### src/rtl/event_scheduler_pkg.sv
// Shared types and parameter defaults for the RTLola event scheduler front-end.
package scheduler_pkg;

  localparam int unsigned DATA_W_DEF     = 64;
  localparam int unsigned TS_W_DEF       = 64;
  localparam int unsigned DEPTH_DEF      = 4;
  localparam int unsigned NUM_LAYERS_DEF = 3;
  localparam int unsigned PERIOD_DEF     = 1000;

  typedef enum logic {
    IDLE = 1'b0,
    EVAL = 1'b1
  } sched_state_t;

  // Fields are sized at the default widths; narrower DATA_W/TS_W are extended on store.
  typedef struct packed {
    logic [TS_W_DEF-1:0]          ts;
    logic signed [DATA_W_DEF-1:0] data;
    logic                         is_input;
    logic                         is_periodic;
  } event_t;

endpackage

### src/rtl/event_scheduler_if.sv
// Stimulus-side and evaluator-side signals of the event scheduler.
interface event_scheduler_if
  import scheduler_pkg::*;
#(
  parameter int unsigned DATA_W     = DATA_W_DEF,
  parameter int unsigned TS_W       = TS_W_DEF,
  parameter int unsigned NUM_LAYERS = NUM_LAYERS_DEF
);

  logic signed [DATA_W-1:0] input_0;
  logic                     new_input_0;
  logic signed [DATA_W-1:0] ev_data;
  logic [TS_W-1:0]          ev_ts;
  logic                     q_push;
  logic                     q_push_valid;
  logic                     q_pop;
  logic                     q_pop_valid;
  logic                     enable_in0;
  logic                     enable_periodic;
  logic [NUM_LAYERS-1:0]    enable_layer;
  logic                     overflow;

  modport master (
    output input_0, new_input_0,
    input  ev_data, ev_ts, q_push, q_push_valid, q_pop, q_pop_valid,
    input  enable_in0, enable_periodic, enable_layer, overflow
  );

  modport slave (
    input  input_0, new_input_0,
    output ev_data, ev_ts, q_push, q_push_valid, q_pop, q_pop_valid,
    output enable_in0, enable_periodic, enable_layer, overflow
  );

endinterface

### src/rtl/event_scheduler_fifo.sv
// Synchronous FIFO of scheduler events with registered occupancy, full and empty.
module event_fifo
  import scheduler_pkg::*;
#(
  parameter int unsigned DEPTH = DEPTH_DEF
) (
  input  logic   clk,
  input  logic   rst,
  input  logic   push,
  input  event_t wdata,
  input  logic   pop,
  output event_t rdata,
  output logic   full,
  output logic   empty
);

  localparam int unsigned AW = $clog2(DEPTH);

  event_t        mem_q [DEPTH];
  event_t        mem_d [DEPTH];
  logic [AW-1:0] wr_ptr_q, wr_ptr_d;
  logic [AW-1:0] rd_ptr_q, rd_ptr_d;
  logic [AW:0]   count_q, count_d;
  logic          full_q, full_d;
  logic          empty_q, empty_d;
  logic          do_push, do_pop;

  always_comb begin
    do_push  = push & ~full_q;
    do_pop   = pop & ~empty_q;
    mem_d    = mem_q;
    if (do_push) begin
      mem_d[wr_ptr_q] = wdata;
    end
    wr_ptr_d = wr_ptr_q + AW'(do_push);
    rd_ptr_d = rd_ptr_q + AW'(do_pop);
    count_d  = count_q + (AW+1)'(do_push) - (AW+1)'(do_pop);
    full_d   = (count_d == (AW+1)'(DEPTH));
    empty_d  = (count_d == '0);
  end

  always_ff @(posedge clk) begin
    if (rst) begin
      wr_ptr_q <= '0;
      rd_ptr_q <= '0;
      count_q  <= '0;
      full_q   <= 1'b0;
      empty_q  <= 1'b1;
    end else begin
      wr_ptr_q <= wr_ptr_d;
      rd_ptr_q <= rd_ptr_d;
      count_q  <= count_d;
      full_q   <= full_d;
      empty_q  <= empty_d;
    end
  end

  // Storage is not reset; only entries below the count are ever read.
  always_ff @(posedge clk) begin
    mem_q <= mem_d;
  end

  assign rdata = mem_q[rd_ptr_q];
  assign full  = full_q;
  assign empty = empty_q;

endmodule

### src/rtl/event_scheduler.sv
// Timestamps input and periodic events, queues them, and sequences the
// monitor's evaluation layers one event at a time.
module event_scheduler
  import scheduler_pkg::*;
#(
  parameter int unsigned DATA_W     = DATA_W_DEF,
  parameter int unsigned TS_W       = TS_W_DEF,
  parameter int unsigned DEPTH      = DEPTH_DEF,
  parameter int unsigned NUM_LAYERS = NUM_LAYERS_DEF,
  parameter int unsigned PERIOD     = PERIOD_DEF
) (
  input logic               clk,
  input logic               rst,
  input logic               en,
  event_scheduler_if.slave  bus
);

  localparam int unsigned KW = (NUM_LAYERS > 1) ? $clog2(NUM_LAYERS) : 1;
  localparam int unsigned CW = $clog2(PERIOD);

  logic [TS_W-1:0] ts_q, ts_d;
  logic [CW-1:0]   tick_cnt_q, tick_cnt_d;
  logic            overflow_q, overflow_d;
  sched_state_t    state_q, state_d;
  logic [KW-1:0]   k_q, k_d;
  event_t          ev_q, ev_d;

  logic   active;
  logic   tick;
  logic   push, push_valid, pop, pop_valid;
  event_t push_ev, fifo_rdata;
  logic   fifo_full, fifo_empty;

  logic [NUM_LAYERS-1:0] enable_layer;
  logic                  enable_in0, enable_periodic;

  // Event generation; every strobe-type output is forced low in reset and when disabled.
  always_comb begin
    active          = en & ~rst;
    tick            = ~rst & (tick_cnt_q == CW'(PERIOD - 1));
    push            = active & (bus.new_input_0 | tick);
    push_valid      = push & ~fifo_full;
    pop             = active & (state_q == IDLE);
    pop_valid       = pop & ~fifo_empty;
    push_ev.ts          = TS_W_DEF'(ts_q);
    push_ev.data        = bus.new_input_0 ? DATA_W_DEF'(bus.input_0) : '0;
    push_ev.is_input    = bus.new_input_0;
    push_ev.is_periodic = tick;
  end

  always_comb begin
    ts_d       = ts_q;
    tick_cnt_d = tick_cnt_q;
    overflow_d = overflow_q;
    if (en) begin
      ts_d       = ts_q + 1'b1;
      tick_cnt_d = tick ? '0 : tick_cnt_q + 1'b1;
      if (push & fifo_full) begin
        overflow_d = 1'b1;
      end
    end
  end

  event_fifo #(
    .DEPTH (DEPTH)
  ) u_fifo (
    .clk   (clk),
    .rst   (rst),
    .push  (push_valid),
    .wdata (push_ev),
    .pop   (pop_valid),
    .rdata (fifo_rdata),
    .full  (fifo_full),
    .empty (fifo_empty)
  );

  // FSM: state register
  always_ff @(posedge clk) begin
    if (rst) begin
      state_q    <= IDLE;
      k_q        <= '0;
      ev_q       <= '0;
      ts_q       <= '0;
      tick_cnt_q <= '0;
      overflow_q <= 1'b0;
    end else begin
      state_q    <= state_d;
      k_q        <= k_d;
      ev_q       <= ev_d;
      ts_q       <= ts_d;
      tick_cnt_q <= tick_cnt_d;
      overflow_q <= overflow_d;
    end
  end

  // FSM: next state
  always_comb begin
    state_d = state_q;
    k_d     = k_q;
    ev_d    = ev_q;
    if (en) begin
      unique case (state_q)
        IDLE: begin
          if (pop_valid) begin
            ev_d    = fifo_rdata;
            k_d     = '0;
            state_d = EVAL;
          end
        end
        EVAL: begin
          if (k_q == KW'(NUM_LAYERS - 1)) begin
            state_d = IDLE;
          end else begin
            k_d = k_q + 1'b1;
          end
        end
        default: state_d = IDLE;
      endcase
    end
  end

  // FSM: outputs
  always_comb begin
    enable_layer    = '0;
    enable_in0      = 1'b0;
    enable_periodic = 1'b0;
    if (active && state_q == EVAL) begin
      enable_layer = NUM_LAYERS'(1) << k_q;
      if (k_q == '0) begin
        enable_in0      = ev_q.is_input;
        enable_periodic = ev_q.is_periodic;
      end
    end
  end

  assign bus.ev_data         = ev_q.data[DATA_W-1:0];
  assign bus.ev_ts           = ev_q.ts[TS_W-1:0];
  assign bus.q_push          = push;
  assign bus.q_push_valid    = push_valid;
  assign bus.q_pop           = pop;
  assign bus.q_pop_valid     = pop_valid;
  assign bus.enable_in0      = enable_in0;
  assign bus.enable_periodic = enable_periodic;
  assign bus.enable_layer    = enable_layer;
  assign bus.overflow        = overflow_q;

endmodule
### src/flat_wrapper.sv
// flat-port wrapper written by rule: the top's interface ports become plain ports
module event_scheduler_flat import scheduler_pkg::*;
#(
  parameter int unsigned DATA_W     = DATA_W_DEF,
  parameter int unsigned TS_W       = TS_W_DEF,
  parameter int unsigned DEPTH      = DEPTH_DEF,
  parameter int unsigned NUM_LAYERS = NUM_LAYERS_DEF,
  parameter int unsigned PERIOD     = PERIOD_DEF
)
  (clk, rst, en, bus_input_0, bus_new_input_0, bus_ev_data, bus_ev_ts, bus_q_push, bus_q_push_valid, bus_q_pop, bus_q_pop_valid, bus_enable_in0, bus_enable_periodic, bus_enable_layer, bus_overflow);
  event_scheduler_if #(.DATA_W(DATA_W), .TS_W(TS_W), .NUM_LAYERS(NUM_LAYERS)) bus_i ();
  input logic clk;
  input logic rst;
  input logic en;
  input wire logic [$bits(bus_i.input_0)-1:0] bus_input_0;
  input wire logic [$bits(bus_i.new_input_0)-1:0] bus_new_input_0;
  output wire logic [$bits(bus_i.ev_data)-1:0] bus_ev_data;
  output wire logic [$bits(bus_i.ev_ts)-1:0] bus_ev_ts;
  output wire logic [$bits(bus_i.q_push)-1:0] bus_q_push;
  output wire logic [$bits(bus_i.q_push_valid)-1:0] bus_q_push_valid;
  output wire logic [$bits(bus_i.q_pop)-1:0] bus_q_pop;
  output wire logic [$bits(bus_i.q_pop_valid)-1:0] bus_q_pop_valid;
  output wire logic [$bits(bus_i.enable_in0)-1:0] bus_enable_in0;
  output wire logic [$bits(bus_i.enable_periodic)-1:0] bus_enable_periodic;
  output wire logic [$bits(bus_i.enable_layer)-1:0] bus_enable_layer;
  output wire logic [$bits(bus_i.overflow)-1:0] bus_overflow;
  assign bus_i.input_0 = bus_input_0;
  assign bus_i.new_input_0 = bus_new_input_0;
  assign bus_ev_data = bus_i.ev_data;
  assign bus_ev_ts = bus_i.ev_ts;
  assign bus_q_push = bus_i.q_push;
  assign bus_q_push_valid = bus_i.q_push_valid;
  assign bus_q_pop = bus_i.q_pop;
  assign bus_q_pop_valid = bus_i.q_pop_valid;
  assign bus_enable_in0 = bus_i.enable_in0;
  assign bus_enable_periodic = bus_i.enable_periodic;
  assign bus_enable_layer = bus_i.enable_layer;
  assign bus_overflow = bus_i.overflow;
  event_scheduler #(.DATA_W(DATA_W), .TS_W(TS_W), .DEPTH(DEPTH), .NUM_LAYERS(NUM_LAYERS), .PERIOD(PERIOD)) u_core (.clk(clk), .rst(rst), .en(en), .bus(bus_i));
endmodule
### config.mk
export PLATFORM = sky130hd
export DESIGN_NAME = event_scheduler_flat
export DESIGN_NICKNAME = d
export VERILOG_FILES = /design/src/rtl/event_scheduler_pkg.sv /design/src/rtl/event_scheduler_if.sv /design/src/rtl/event_scheduler_fifo.sv /design/src/rtl/event_scheduler.sv /design/src/flat_wrapper.sv
export SDC_FILE = /design/constraint.sdc
export NUM_CORES = 1
export LEC_CHECK = 0
export CORE_MARGIN = 2
export CORE_UTILIZATION = 50
export CTS_CLUSTER_DIAMETER = 60
export DETAILED_ROUTE_END_ITERATION = 12
export GPL_ROUTABILITY_DRIVEN = 1
export GPL_TIMING_DRIVEN = 0
export PLACE_DENSITY = 0.71
export REMOVE_ABC_BUFFERS = 1
export SLEW_MARGIN = 30
export SYNTH_ARGS = -nofsm -noshare
export SYNTH_HDL_FRONTEND = slang
export SYNTH_HIERARCHICAL = 1
export SYNTH_SLANG_ARGS = --single-unit
### constraint.sdc
create_clock -name clk -period 45.2 [get_ports clk]
set_clock_uncertainty 0.05 [all_clocks]
set_input_delay 9.04 -clock clk [delete_from_list [all_inputs] [get_ports clk]]
set_output_delay 9.04 -clock clk [all_outputs]
set_load 0.05 [all_outputs]
==> results by group <==
Status
  – Run status: completed

Power
  – Leakage: 0.0107 uW
  – PD cells: 40.4 nW/um^2
  – Peak supply drop: 24.0 uV

CTS
  – Post-cts resize count: 0
  – Clk Latency, worst-skew pair: 590 ps
  – CTS Buf Count: 73
  – Setup Buffers After CTS: 0
  – H-tree Lvls: 3
  – Post-CTS Hold Buffers: 0
  – Clock buffer depth: 3
  – CTS clock-pin slew for the worst setup and hold paths: 60 ps
  – # clock sinks: 737
  – CTS tree: yes
  – Root Buffer: clkbuf_16

Timing
  – Peak Freq: 46.9 MHz
  – Final setup margin: 23,870 ps
  – # setup viols final: 0
  – Fin crit share: 0.472
  – Hold Vio Cnt, Final: 0
  – Rel. slew slack: 0.400
  – Max Slew Vio Count: 0
  – RSZ-0062 raised after global routing: no
  – Worst slew pin tran: 892 ps
  – Final setup TNS: 0 ps
  – Tmin final: 21,330 ps

Floorplanning
  – Die Ht: 244 um
  – Core Region: 56,600 um^2
  – DIE AREA: 59,400 um^2
  – Chip Width: 244 um
  – Initial core utilization: 0.508
  – Placement row count: 87
  – I/O pin count: 206

Cells and area
  – Layout cells sized above 1: 0.142
  – Inserted Diodes: 0
  – Area of the multi-input gates: 7360 um^2
  – Total area of sequential cells: 20,000 um^2
  – Nets: 2,131
  – Fill cells: 4,257
  – Area grow syn2layout: 16.5%

Synthesis
  – Top cells by area, synth: edfxtp_1 54%, dfxtp_1 15%, mux4_2 10%
  – EDFF count, synth: 520
  – Syn Std Cell Area: 28,700 um^2
  – #FFs+latches synth: 737
  – Yosys warns: 6
  – Most numerous cell in the Yosys netlist: edfxtp_1
  – Mean Syn Cell Area: 14.8 um^2
  – Ys async rst share: 0
  – Synth Flop Type: edfxtp_1
  – Top cell type's share of synthesized area: 0.543
  – Cell taking the most area after synthesis: edfxtp_1
  – Cells after synthesis: 1,945
  – Netlist cell types: 48
  – Commonest cells post-synth: 520 x edfxtp_1, 288 x nand2_1, 217 x dfxtp_1
  – Register area share after synthesis: 0.694

Critical path
  – Reg2Reg Launch Point: u_core/tick_cnt_q[0]
  – R2r endpoint: u_core/u_fifo/mem_q[404]
  – Critical path type: primary input to output pin
  – Crit-path slowest cell: clkdlybuf4s50_1
  – CP Max Fanout: 68
  – Worst EP required: 36,110 ps
  – Reg2reg setup slack: 40,110 ps
  – Worst Setup End Kind: output pin
  – Critical path origin: en
  – Worst path max stage delay: 870 ps
  – Crit path cell chain: buf_2, inv_1, nor2_1, nand2_4, buf_12, clkinv_4, buf_16, clkdlybuf4s50_1
  – Crit path to: bus_q_pop_valid
  – CP startpoint kind: primary input
  – Critical path arrival: 12,240 ps
  – Worst R2R Path Depth: 15

Global routing
  – Gr usage total: 0.197
  – Overflow after GRT: 0
  – First-pass GRT wire length: 91.2 mm
  – Vias in the first global route: 16,373
  – Largest net degree at the start of global routing: 97
  – Initial antenna violation count: 0

Route
  – # DRC: 0
  – Final wirelength: 57.6 mm
  – Post-DRT Antenna Nets: 0
  – Via Count: 15,864
  – Routed wire length per instance: 20.1 um
  – Drt first-iter violations: 1,224
  – Drt first pass iters: 5
  – Vias per inst: 5.53

Placed design
  – Worst slack, placed: 22,960 ps
  – Final HPWL DP: 35.9 mm
  – I/O Buffers: 205
  – Gpl congestion: 0.817

Worst hold path
  – Worst min path class: flop to flop

Flow run
  – Max cap viols: 0
-- stage by stage --
| step | area, um^2 | std cells | power (uW) | hold slack [ps] | util |
|---|---|---|---|---|---|
| global route | 33500 | 2868 | 1400 | 420 | 0.592 |
| floorplan | 27300 | 1723 | 781 | 376 | - |
| global placement | 30300 | 2684 | 809 | 392 | 0.536 |
| finish | 33500 | 2868 | 1350 | 402 | 0.592 |
| CTS | 33500 | 2868 | 1370 | 404 | 0.592 |
| detailed placement | 31300 | 2736 | 808 | 397 | 0.553 |
-- worst max-delay path, delay by kind of cell --
family | cells | cell delay [ps]
buf+inv | 6 | 2330
simple gates | 2 | 770
-- worst min path at each step --
stage	to	cells after the start	start
floorplan	u_core/ev_q[0]	2	u_core/ev_q[0]
global placement	u_core/bus.ev_data[28]	2	u_core/bus.ev_data[28]
finish	u_core/ev_q[1]	2	u_core/ev_q[1]
detailed placement	u_core/bus.ev_data[34]	2	u_core/bus.ev_data[34]
CTS	u_core/ev_q[1]	2	u_core/ev_q[1]
global route	u_core/bus.ev_ts[27]	2	u_core/bus.ev_ts[27]
-- sequential cells by signal (all words and copies together), names as in the netlist, 2 cells and up --
name	count
u_core/ts_q	64
u_core/u_fifo/mem_q	520
u_core/ev_q	2
u_core/u_fifo/count_q	3
u_core/bus.ev_ts	64
u_core/u_fifo/rd_ptr_q	2
u_core/u_fifo/wr_ptr_q	2
u_core/bus.ev_data	64
u_core/tick_cnt_q	10
u_core/k_q	2
-- cells in the final DEF (no fill, tap or decap), types with 33 or more instances in the layout --
master,count
a21oi_1,162
and2_1,69
clkbuf_1,33
clkbuf_16,75
clkdlybuf4s50_1,202
dfxtp_1,215
edfxtp_1,520
mux4_2,130
nand2_1,287
nand4_1,38
nor2_1,72
-- cell families (layout without fill, tap and decap cells) --
logic type,after synthesis,in the layout,synth area share
DFF,737,737,0.694
and+or+nand+nor,589,589,0.0987
buffers and inverters,234,401,0.0507
AOI/OAI and AO/OA,194,194,0.0344
muxes,132,132,0.103
xor gates and xnor gates,51,51,0.0155
adders and majority gates,8,8,0.00374
-- cell type report --
cell class	count	area share
flip-flops and latches	737	0.596
clock inverters	17	0.00321
clock buffers	115	0.0626
well taps	756	0.0282
multi-input cells	974	0.220
repair buffers	257	0.0884
inverters	12	0.00149
-- metal layers --
layer | GRT usage | wire length, um | vias to the layer above
met4 | 0.0556 | 1010 | 0
met2 | 0.337 | 28900 | 419
met1 | 0.257 | 24300 | 8072
met3 | 0.0375 | 3350 | 74
li1 | - | - | 7299
met5 | 0 | 0 | -
-- power by group --
part           total [uW]  switching, uW  internal [uW]
registers             733           4.42            729
logic                59.8           36.1           23.7
clock network         560            241            320
Power figures use the tool's default switching activity.
